`src/rtl/dram_cycle_seq.sv`:
```
// DRAM bus-cycle sequencer: 16-clk32 cycles alternating video/CPU slots with RAS/CAS timing.
// Optional macro REFRESH_EN builds the refresh counter, pending flag and CBR refresh cycles.
module dram_cycle_seq #(
    parameter int ADDR_W      = 20,
    parameter int REFRESH_DIV = 64
) (
    input  logic                clk32,
    input  logic                resb,
    input  logic                mhz8_en,
    input  logic                cycsel_en,
    input  logic                cpu_req,
    input  logic                cpu_we,
    input  logic [ADDR_W-1:0]   cpu_addr,
    input  logic                vid_req,
    input  logic [ADDR_W-1:0]   vid_addr,
    output logic [ADDR_W/2-1:0] ram_a,
    output logic                ras_n,
    output logic                cas_n,
    output logic                ram_we_n,
    output logic                latch,
    output logic                cpu_ack,
    output logic                vid_ack,
    output logic                refreshing
);
    localparam int HALF_W = ADDR_W / 2;

    typedef enum logic [1:0] {
        OWN_IDLE = 2'd0,
        OWN_VID  = 2'd1,
        OWN_CPU  = 2'd2,
        OWN_REF  = 2'd3
    } owner_t;

    owner_t              owner_r, owner_s;
    logic [1:0]          ph_r, ph_s;
    logic                slot_r, slot_s;
    logic [ADDR_W-1:0]   addr_r, addr_s;
    logic                we_r, we_s;
    logic [HALF_W-1:0]   ram_a_r, ram_a_s;
    logic                ras_n_r, ras_n_s, cas_n_r, cas_n_s, ram_we_n_r, ram_we_n_s;
    logic                latch_r, latch_s, cpu_ack_r, cpu_ack_s, vid_ack_r, vid_ack_s;
    logic                refr_r, refr_s;
    logic                pending_s;

    // Next-state and next-output values; only mhz8_en edges move the sequencer.
    always_comb begin
        owner_s    = owner_r;
        ph_s       = ph_r;
        slot_s     = slot_r;
        addr_s     = addr_r;
        we_s       = we_r;
        ram_a_s    = ram_a_r;
        ras_n_s    = ras_n_r;
        cas_n_s    = cas_n_r;
        ram_we_n_s = ram_we_n_r;
        refr_s     = refr_r;
        latch_s    = 1'b0;
        cpu_ack_s  = 1'b0;
        vid_ack_s  = 1'b0;
        if (mhz8_en && cycsel_en) begin
            // Close whatever was running (complete or aborted) and grant the new slot.
            ph_s       = 2'd0;
            slot_s     = ~slot_r;
            ras_n_s    = 1'b1;
            cas_n_s    = 1'b1;
            ram_we_n_s = 1'b1;
            refr_s     = 1'b0;
            if (!slot_r && vid_req) begin
                owner_s = OWN_VID;
                addr_s  = vid_addr;
                we_s    = 1'b0;
            end else if (slot_r && cpu_req) begin
                owner_s = OWN_CPU;
                addr_s  = cpu_addr;
                we_s    = cpu_we;
            end else if (pending_s) begin
                owner_s = OWN_REF;
                refr_s  = 1'b1;
            end else begin
                owner_s = OWN_IDLE;
            end
            if (owner_s == OWN_VID || owner_s == OWN_CPU) begin
                ram_a_s = addr_s[ADDR_W-1:HALF_W];
            end else begin
                ram_a_s = ram_a_r;
            end
        end else if (mhz8_en && ph_r != 2'd3) begin
            ph_s = ph_r + 2'd1;
            case (owner_r)
                OWN_VID, OWN_CPU: begin
                    case (ph_s)
                        2'd1: ras_n_s = 1'b0;
                        2'd2: begin
                            ram_a_s    = addr_r[HALF_W-1:0];
                            cas_n_s    = 1'b0;
                            ram_we_n_s = ~we_r;
                        end
                        2'd3: begin
                            latch_s   = ~we_r;
                            cpu_ack_s = (owner_r == OWN_CPU);
                            vid_ack_s = (owner_r == OWN_VID);
                        end
                        default: begin end
                    endcase
                end
                OWN_REF: begin
                    // CAS-before-RAS
                    case (ph_s)
                        2'd1:    cas_n_s = 1'b0;
                        2'd2:    ras_n_s = 1'b0;
                        default: begin end
                    endcase
                end
                default: begin end
            endcase
        end else begin
            ph_s = ph_r;
        end
    end

    // State and output registers.
    always_ff @(posedge clk32) begin
        if (!resb) begin
            owner_r    <= OWN_IDLE;
            ph_r       <= 2'd0;
            slot_r     <= 1'b0;
            addr_r     <= '0;
            we_r       <= 1'b0;
            ram_a_r    <= '0;
            ras_n_r    <= 1'b1;
            cas_n_r    <= 1'b1;
            ram_we_n_r <= 1'b1;
            latch_r    <= 1'b0;
            cpu_ack_r  <= 1'b0;
            vid_ack_r  <= 1'b0;
            refr_r     <= 1'b0;
        end else begin
            owner_r    <= owner_s;
            ph_r       <= ph_s;
            slot_r     <= slot_s;
            addr_r     <= addr_s;
            we_r       <= we_s;
            ram_a_r    <= ram_a_s;
            ras_n_r    <= ras_n_s;
            cas_n_r    <= cas_n_s;
            ram_we_n_r <= ram_we_n_s;
            latch_r    <= latch_s;
            cpu_ack_r  <= cpu_ack_s;
            vid_ack_r  <= vid_ack_s;
            refr_r     <= refr_s;
        end
    end

`ifdef REFRESH_EN
    localparam int CNT_W = $clog2(REFRESH_DIV);
    logic [CNT_W-1:0] ref_cnt_r;
    logic             pending_r;

    // Refresh interval counter; an aborted REF cycle re-arms its request.
    always_ff @(posedge clk32) begin
        if (!resb) begin
            ref_cnt_r <= '0;
            pending_r <= 1'b0;
        end else if (mhz8_en && cycsel_en) begin
            if (ref_cnt_r == CNT_W'(REFRESH_DIV - 1)) begin
                ref_cnt_r <= '0;
                pending_r <= 1'b1;
            end else begin
                ref_cnt_r <= ref_cnt_r + CNT_W'(1);
                if (owner_r == OWN_REF && ph_r != 2'd3) begin
                    pending_r <= 1'b1;
                end else if (owner_s == OWN_REF) begin
                    pending_r <= 1'b0;
                end else begin
                    pending_r <= pending_r;
                end
            end
        end else begin
            ref_cnt_r <= ref_cnt_r;
            pending_r <= pending_r;
        end
    end

    assign pending_s = pending_r;
`else
    assign pending_s = 1'b0;
`endif

    assign ram_a      = ram_a_r;
    assign ras_n      = ras_n_r;
    assign cas_n      = cas_n_r;
    assign ram_we_n   = ram_we_n_r;
    assign latch      = latch_r;
    assign cpu_ack    = cpu_ack_r;
    assign vid_ack    = vid_ack_r;
    assign refreshing = refr_r;
endmodule
```
`config.mk`:
```
export PLATFORM = sky130hd
export DESIGN_NAME = dram_cycle_seq
export DESIGN_NICKNAME = d
export VERILOG_FILES = /design/src/rtl/dram_cycle_seq.sv
export SDC_FILE = /design/constraint.sdc
export NUM_CORES = 1
export LEC_CHECK = 0
export ABC_CLOCK_PERIOD_IN_PS = 1500
export CORE_UTILIZATION = 40
export CTS_BUF_LIST = sky130_fd_sc_hd__clkbuf_8
export DETAILED_ROUTE_END_ITERATION = 6
export GPL_ROUTABILITY_DRIVEN = 0
export PLACE_DENSITY = 0.69
export SYNTH_ARGS = -nofsm -noshare
export SYNTH_HDL_FRONTEND = slang
export SYNTH_SLANG_ARGS = --single-unit
```
`constraint.sdc`:
```
create_clock -name clk32 -period 1.5 [get_ports clk32]
set_input_delay 0.3 -clock clk32 [delete_from_list [all_inputs] [get_ports clk32]]
set_output_delay 0.3 -clock clk32 [all_outputs]
set_load 0.01 [all_outputs]
```
Word level (Yosys, flattened, before mapping)
Index checks and enable logic that the tools add are counted.
{"block": "op_classes", "addsub": 1, "eq_ne": 14, "mux": 16, "n_bitwise": 6, "n_reduce_logical": 19}
{"operator": "$mux 10", "n": 5}
{"operator": "$mux 20", "n": 2}
{"operator": "$reduce_and 4->1", "n": 3}
{"operator": "$eq 2x2->1 const B", "n": 5}
{"operator": "$reduce_bool 2->1", "n": 5}
{"operator": "$ne 2x2->1 const B", "n": 4}
{"operator": "$eq 2x1->1 const B", "n": 3}
{"operator": "$mux 2", "n": 3}
{"operator": "$not 1->1", "n": 6}
{"operator": "$reduce_or 5->1", "n": 1}
{"operator": "$logic_and 1x1->1", "n": 4}
{"operator": "$mux 1", "n": 4}
{"operator": "$ne 2x1->1 const B", "n": 2}
{"operator": "$pmux 1 s2", "n": 2}
{"operator": "$reduce_or 2->1", "n": 2}
{"operator": "$reduce_and 3->1", "n": 1}
{"operator": "$add 2x1->2 const B", "n": 1}
{"operator": "$reduce_and 2->1", "n": 1}
{"operator": "$logic_not 1->1", "n": 1}
{"operator": "$logic_or 1x1->1", "n": 1}
{"block": "totals", "reg_bits": 42, "in_bits": 47, "output_inout_bits": 17, "word_cells": 69}

Longest topological paths before layout
Gate-level depths: netlist (run 1).
{"block": "logic_depth", "ltp_word": 8, "mapped_depth": 6}

Least setup slack after synthesis (run 1)
OpenSTA, ideal clock, no wires.
{"block": "synth_path", "kind": "reg-to-reg", "start": "reg owner_r[0]", "end": "reg ram_a_r[0] (netlist: ram_a[0])", "t_arrival_ns": 1.403, "path_slack_ns": -0.047, "stages_incl_launch_ff": 7, "path_buffers": 1, "cell_sequence": "dfxtp_1 inv_1 ha_1 and4b_1 clkbuf_2 a221oi_1 a311oi_1"}
{"block": "synth_between", "elab_chain_len": 4}
{"item": "start: declaration", "line": "34", "rtl": "owner_t owner_r, owner_s;"}
{"item": "start signal: assignment", "line": "138", "rtl": "owner_r <= owner_s;"}
{"item": "$eq 2x2->1 or $eq 2x1->1 (tied branches)", "line": "89", "rtl": "case (owner_r)"}
{"item": "$reduce_or 2->1 (*)", "line": "89"}
{"item": "$reduce_bool 2->1 (no source line) (*)"}
{"item": "$reduce_and 4->1 (no source line) (*)"}
{"item": "end signal: assignment", "line": "143", "rtl": "ram_a_r <= ram_a_s;"}
{"item": "end: declaration", "line": "39", "rtl": "logic [HALF_W-1:0] ram_a_r, ram_a_s;"}
Every way passes the cells marked *; elsewhere a longest branch is shown, timed or not.
A chain may end at the register's enable or synchronous reset.

Worst setup path in the final report (run 1)
{"block": "layout_path", "start": "reg ras_n_r (netlist: ras_n)", "end": "out ras_n"}
{"item": "start: declaration", "line": "40", "rtl": "logic ras_n_r, ras_n_s, cas_n_r, cas_n_s, ram_we_n_r, ram_we_n_s;"}
{"item": "start signal: assignment", "line": "144", "rtl": "ras_n_r <= ras_n_s;"}
{"item": "end: declaration", "line": "17", "rtl": "output logic ras_n,"}
No word-level cell between the ends.

==> flow_metrics.py, run 1 <==
metrics = {
    "power_and_ir_drop": {
        "p_int_w": 0.00184,
        "p_leak_nw": 1.43,
        "p_sw_share_pct": 28.0,
        "comb_power_share_pct": 24.0,
        "p_sw_w": 0.000715,
        "seq_power_share_pct": 47.1,
        "clockPowerShare_pct": 28.9,
        "vdd_ir_drop_max_v": 0.000352,
        "p_per_area_nw_per_um2": 759,
    },
    "global_route": {
        "grt_start_max_net_pins": 25,
        "grt_pass1_wl_mm": 11.0,
        "grt_use_total_pct": 22.9,
        "gr-total-overflow": 0,
        "grt_pass1_vias": 2219,
        "grt_antenna_before_repair": 0,
    },
    "setup_path": {
        "required_ns": 1.20,
        "r2r_slack_ns": 0.05,
        "path_buf_inv": 1,
        "end_kind": "output pin",
        "timing_worst_setup_path_type": "reg2out",
        "cp_max_fo": 2,
        "critical-path-max-stage-delay_ns": 0.53,
        "cp_top_family": "buffers and inverters",
        "cp.arrival_ns": 1.17,
        "crit_slowest_cell": "clkdlybuf4s50_1",
        "path_cells": "clkdlybuf4s50_1",
        "startpoint_type": "register",
    },
    "job": {
        "drv_cap": 0,
    },
    "synthesis": {
        "synthCells": 276,
        "ys.flop_type": "dfxtp_1",
        "synth_nets": 331,
        "synth_top_area_cell": "dfxtp_1",
        "yosys_register_bits": 42,
        "syn-mean-instance-area_sq_um": 8.61,
        "synth_edf_count": 0,
        "synthArstFlopShare_pct": 0,
        "yosysWarnings": 0,
        "seq_area_frac_synth_pct": 35.4,
        "synth_most_common_cell": "dfxtp_1",
        "synth_common_cells": "dfxtp_1 (42), o21ai_0 (21), and3_1 (20), nor2_1 (15)",
        "synth_area_leaders": "dfxtp_1 (35%), and3_1 (5.3%), o21ai_0 (4.4%)",
        "syn-cell-area_sq_um": 2380,
        "yosys.cell_types.count": 40,
        "synth_top_area_share_pct": 35.4,
    },
    "drt": {
        "drt-initial-drc-count": 194,
        "vias": 2415,
        "drc": 0,
        "drtPass1Iterations": 5,
        "routedWlPerCell_microns": 16.8,
        "viasPerCell": 5.76,
        "postRouteAntennaNets": 0,
        "wirelength_mm": 7.05,
    },
    "placed_design": {
        "io_buffers": 62,
        "hpwl_mm": 5.00,
    },
    "sta": {
        "setup_viol": 0,
        "drv_slew": 0,
        "rsz0062_at_grt": "yes",
        "clock_skew_ns": 0.0112,
        "whs_ns": 0.447,
        "fin_crit_ns": 1.47,
        "hold_viol_final": 0,
        "clock.fmax_ghz": 0.681,
        "period_share_pct": 97.9,
    },
    "cts": {
        "cts_tree": "built",
        "root_buffer": "clkbuf_8",
        "cts_hold_buf": 0,
        "path_clk_slew_ns": 0.08,
        "clock_sinks": 42,
        "htreeDepth": 2,
        "numCtsBuffers": 5,
        "clk_latency_ns": 0.30,
        "clk_path_buf_depth": 2,
    },
    "die": {
        "die_w_microns": 79.1,
        "fp-row-count": 27,
        "die_area_sq_um": 6260,
        "coreArea_sq_um": 5610,
        "initial_core_util_pct": 42.4,
        "die_h_microns": 79.1,
        "io_pins": 64,
    },
    "final_layout": {
        "diodes": 0,
        "area_growth_pct": 41.7,
        "drive_gt1_share_pct": 16.1,
        "final_core_utilization_pct": 60.1,
        "nets": 403,
    },
    "worst_hold_path": {
        "hold_class": "reg2reg",
    },
    "run_status": {
        "outcome": "complete, no violations",
    },
}
metrics by stage:
step	instances	total power (W)	worst slack, ns	cell area, sq um	TNS (ns)
final	419	0.00256	0.0319	3370	0
after CTS	418	0.00255	0.000548	3280	0
after global placement	412	0.00181	-0.285	3200	-7.65
after floorplan	276	0.00153	0.0329	2390	0
after global routing	419	0.00265	-0.00492	3370	-0.0100
after detailed placement	412	0.00182	-0.318	3200	-8.13
placed cells by master (no fill, tap or decap), types with 2 or more instances in the layout:
cell / instances
o211ai_1: 10
a22oi_1: 10
o21ai_0: 21
inv_2: 2
xnor2_1: 2
a311oi_1: 9
buf_6: 3
o31ai_1: 11
buf_12: 2
nand2b_1: 2
nand3_1: 13
ha_1: 6
a21oi_1: 13
a221oi_1: 7
nor2b_1: 5
clkbuf_8: 6
dfxtp_1: 38
clkdlybuf4s50_1: 46
and2_1: 2
dlygate4sd2_1: 5
dfxtp_2: 4
and3b_1: 10
a221oi_2: 3
nor2_1: 15
and3_1: 20
a21boi_0: 9
inv_1: 3
mux2i_1: 2
buf_4: 24
nor3_1: 10
dlymetal6s2s_1: 11
nand2_1: 4
power groups by stage:
| stage | Clock, W | Combinational [W] | Sequential [W] |
|---|---|---|---|
| floorplan | 0 | 0.000307 | 0.00122 |
| global placement | 0 | 0.000588 | 0.00123 |
| detailed placement | 0 | 0.000597 | 0.00123 |
| CTS | 0.000755 | 0.000597 | 0.00120 |
| global route | 0.000781 | 0.000665 | 0.00121 |
| finish | 0.000740 | 0.000614 | 0.00120 |
cells by family (layout without fill, tap and decap cells):
kind of cell | count (synthesis) | after routing | share of synthesized area (%)
and+or+nand+nor | 88 | 89 | 21.6
buffers and inverters | 33 | 103 | 7.10
DFF | 42 | 42 | 35.4
xor gates and xnor gates | 2 | 2 | 0.737
AOI/OAI and AO/OA | 98 | 98 | 28.7
muxes | 4 | 4 | 2.05
adders and majority gates | 8 | 8 | 4.21
other | 1 | 1 | 0.158
routing by layer:
layer	up-vias	share of wire (%)	global-route usage (%)
met4	0	1.6	10.2
met2	109	47	35.7
met3	8	7.5	3.79
met5	-	0	0
li1	1192	-	-
met1	1106	44	30.9
path summary, 6_finish.rpt:
| kind | from | end | cells past startpoint |
|---|---|---|---|
| worst max-delay path | ras_n | ras_n | 1 |
| worst min-delay path | we_r | latch | 1 |
| worst max register to register | ph_r[0] | ram_a[3] | 4 |
| worst min register to register | we_r | latch | 1 |
registers in the layout, summed over array words and instances, names as in the netlist:
register	count
addr_r	20
slot_r	1
ram_a	10
cpu_ack	1
ram_we_n	1
ras_n	1
cas_n	1
vid_ack	1
we_r	1
latch	1
owner_r	2
ph_r	2
final cells by class:
cell class	instances	area, sq um
inverters	6	23.8
repair buffers	91	896
well taps	72	90.1
clock buffers	6	82.6
flip-flops and latches	42	846
multi-input cells	202	1430
fillers	532	2240
what timing repair did:
item                       CTS  global route
pin swaps                    1             6
gates cloned                 0             1
setup endpoints to repair   15            29
setup buffers                0             0
gates resized for setup      9            27
hold endpoints to repair     0             0
No activity file was read; power rests on OpenSTA's default activity.
==> run 2, diff against run 1 <==
--- a/config.mk
+++ b/config.mk
@@ -8,6 +8,8 @@
 export ABC_CLOCK_PERIOD_IN_PS = 1500
 export CORE_UTILIZATION = 40
 export CTS_BUF_LIST = sky130_fd_sc_hd__clkbuf_8
+export CTS_CLUSTER_DIAMETER = 100
+export CTS_CLUSTER_SIZE = 10
 export DETAILED_ROUTE_END_ITERATION = 6
 export GPL_ROUTABILITY_DRIVEN = 0
 export PLACE_DENSITY = 0.69
==> results of run 2 <==
No change in the layout: final DEF, timing and power equal those of run 1.
==> run 3, diff against run 2 <==
--- a/config.mk
+++ b/config.mk
@@ -5,14 +5,14 @@
 export SDC_FILE = /design/constraint.sdc
 export NUM_CORES = 1
 export LEC_CHECK = 0
-export ABC_CLOCK_PERIOD_IN_PS = 1500
+export ABC_CLOCK_PERIOD_IN_PS = 1890
 export CORE_UTILIZATION = 40
 export CTS_BUF_LIST = sky130_fd_sc_hd__clkbuf_8
 export CTS_CLUSTER_DIAMETER = 100
 export CTS_CLUSTER_SIZE = 10
 export DETAILED_ROUTE_END_ITERATION = 6
 export GPL_ROUTABILITY_DRIVEN = 0
-export PLACE_DENSITY = 0.69
+export PLACE_DENSITY = 0.66
 export SYNTH_ARGS = -nofsm -noshare
 export SYNTH_HDL_FRONTEND = slang
 export SYNTH_SLANG_ARGS = --single-unit
==> constraint.sdc (replaced) <==
create_clock -name clk32 -period 1.89 [get_ports clk32]
set_input_delay 0.378 -clock clk32 [delete_from_list [all_inputs] [get_ports clk32]]
set_output_delay 0.378 -clock clk32 [all_outputs]
set_load 0.01 [all_outputs]
==> run 3 against run 2 <==
Against the previous run:
- cell count down 1.9%
- routed wire length down 8.3%
- combinational power down 26%
- critical path depth up 5
- largest cell class unchanged
- largest power group unchanged
==> flow_metrics.py, run 3 (synthesized netlist as in run 1, its figures left out) <==
metrics = {
    "run_status": {
        "outcome": "complete, no violations",
    },
    "power_and_ir_drop": {
        "clockPowerShare_pct": 27.3,
        "p_int_w": 0.00141,
        "comb_power_share_pct": 23.4,
        "vdd_ir_drop_max_v": 0.000331,
        "p_leak_nw": 1.23,
        "p_sw_share_pct": 27.2,
        "seq_power_share_pct": 49.3,
        "p_sw_w": 0.000527,
        "p_per_area_nw_per_um2": 604,
    },
    "final_layout": {
        "diodes": 0,
        "area_growth_pct": 34.6,
        "layout_common_cells": "clkdlybuf4s50_1 (62), dfxtp_1 (42), o21ai_0 (21)",
        "mostFrequentLayoutCell": "clkdlybuf4s50_1",
        "multiInputGateArea_sq_um": 1370,
        "design_area_sq_um": 3200,
        "nFillCells": 530,
        "nets": 394,
        "largest_reg_flops": 20,
        "drive_gt1_share_pct": 8.85,
        "register_area_sq_um": 841,
        "top_register": "addr_r",
    },
    "worst_hold_path": {
        "min_from": "we_r",
        "hold_end": "latch",
        "worst_hold_path.num_cells": 1,
        "hold_class": "reg2reg",
    },
    "global_route": {
        "grt_antenna_before_repair": 0,
        "grt_start_max_net_pins": 35,
        "grt_pass1_wl_mm": 10.8,
        "grt_use_total_pct": 21.9,
        "gr-total-overflow": 0,
        "grt_pass1_vias": 2166,
    },
    "setup_path": {
        "r2r-start": "owner_r[0]",
        "r2r_slack_ns": 0.19,
        "end_kind": "register",
        "timing_worst_setup_path_type": "reg2reg",
        "rr_worst_depth": 6,
        "r2r_end": "ram_a[2]",
        "startpoint_type": "register",
        "path_cells": "inv_1, ha_1, and4b_1, buf_4, a221oi_1, a311oi_1",
        "cp.arrival_ns": 1.87,
        "cp_max_fo": 10,
        "critical-path-max-stage-delay_ns": 0.39,
        "crit_slowest_cell": "dfxtp_1",
        "required_ns": 2.05,
    },
    "job": {
        "drv_cap": 0,
    },
    "cts": {
        "cts_tree": "built",
        "cts_resized": 0,
        "htreeDepth": 2,
        "clk_path_buf_depth": 2,
        "clock_sinks": 42,
        "path_clk_slew_ns": 0.07,
        "post_cts_buffers": 0,
        "numCtsBuffers": 5,
        "clk_latency_ns": 0.29,
        "root_buffer": "clkbuf_8",
        "cts_hold_buf": 0,
    },
    "die": {
        "coreArea_sq_um": 5610,
        "die_w_microns": 79.1,
        "die_h_microns": 79.1,
        "fp-row-count": 27,
        "initial_core_util_pct": 42.4,
        "die_area_sq_um": 6260,
        "io_pins": 64,
    },
    "sta": {
        "clock.fmax_ghz": 0.587,
        "rsz0062_at_grt": "no",
        "setup_tns_ns": 0,
        "hold_viol_final": 0,
        "clock_skew_ns": 0.0111,
        "period_share_pct": 90.1,
        "drv_slew": 0,
        "setup_viol": 0,
        "fin_crit_ns": 1.70,
    },
    "drt": {
        "routedWlPerCell_microns": 15.7,
        "drtPass1Iterations": 5,
        "viasPerCell": 5.67,
        "drt-initial-drc-count": 168,
        "postRouteAntennaNets": 0,
        "vias": 2331,
        "wirelength_mm": 6.46,
        "drc": 0,
    },
    "placed_design": {
        "hpwl_mm": 4.62,
        "io_buffers": 62,
        "place_area_sq_um": 3120,
    },
}
-- run 3: cell count changes in the layout (fill, tap and decap cells not counted), sizes merged --
cell	before	now
and4b	3	2
buf	29	21
clkbuf	6	5
clkdlybuf4s50	46	62
dlygate4sd2	5	0
dlymetal6s2s	11	0
inv	5	7
-- run 3: power groups by stage --
| stage | clock [W] | sequential (W) | combinational, W |
|---|---|---|---|
| 2_1_floorplan | 0 | 0.000970 | 0.000242 |
| 3_3_place_gp | 0 | 0.000974 | 0.000450 |
| 3_5_place_dp | 0 | 0.000975 | 0.000452 |
| 4_1_cts | 0.000540 | 0.000955 | 0.000454 |
| 5_1_grt | 0.000587 | 0.000959 | 0.000496 |
| 6_report | 0.000527 | 0.000955 | 0.000453 |
-- run 3: cell type report --
class                      count  share of cell area, %
clock buffer                   5                   2.15
clock inverter                 2                  0.235
inverter                       6                  0.704
multi-input combinational    201                   42.7
sequential                    42                   26.3
tap                           72                   2.81
timing repair buffer          83                   25.1
-- run 3: through the flow --
| stage | util [%] | instances | total power [W] | worst slack, ns | hold slack (ns) |
|---|---|---|---|---|---|
| 2_1_floorplan | - | 276 | 0.00121 | 0.343 | 0.408 |
| 3_3_place_gp | 55.7 | 404 | 0.00142 | -0.0115 | 0.436 |
| 3_5_place_dp | 55.7 | 404 | 0.00143 | 0.00142 | 0.433 |
| 4_1_cts | 57.1 | 411 | 0.00195 | 0.201 | 0.445 |
| 5_1_grt | 57.1 | 411 | 0.00204 | 0.0760 | 0.469 |
| 6_report | 57.1 | 411 | 0.00193 | 0.187 | 0.440 |
-- run 3: per-layer routing --
metal	GRT usage (%)	part of all wire, %
met2	37.5	51
met3	3.10	5.4
met4	5.64	0.74
met1	28.8	43
met5	0	0
-- run 3: worst max-delay path by stage --
stage	end	slack [ns]	startpoint	cells after the start
2_1_floorplan	ram_a[0]	0.34	owner_r[0]	6
3_3_place_gp	ram_a[2]	-0.01	cycsel_en	4
3_5_place_dp	ram_a[2]	0.001	cycsel_en	4
4_1_cts	ram_a[2]	0.20	owner_r[0]	6
5_1_grt	ram_a[2]	0.08	owner_r[1]	6
6_report	ram_a[2]	0.19	owner_r[0]	6
-- run 3: worst max-delay path, delay by kind of cell (launching register included) --
family,cells,cell delay [ns]
buffers and inverters,2,0.25
and+or+nand+nor,1,0.21
adders and majority gates,1,0.36
DFF,1,0.39
AOI/OAI and AO/OA,2,0.37
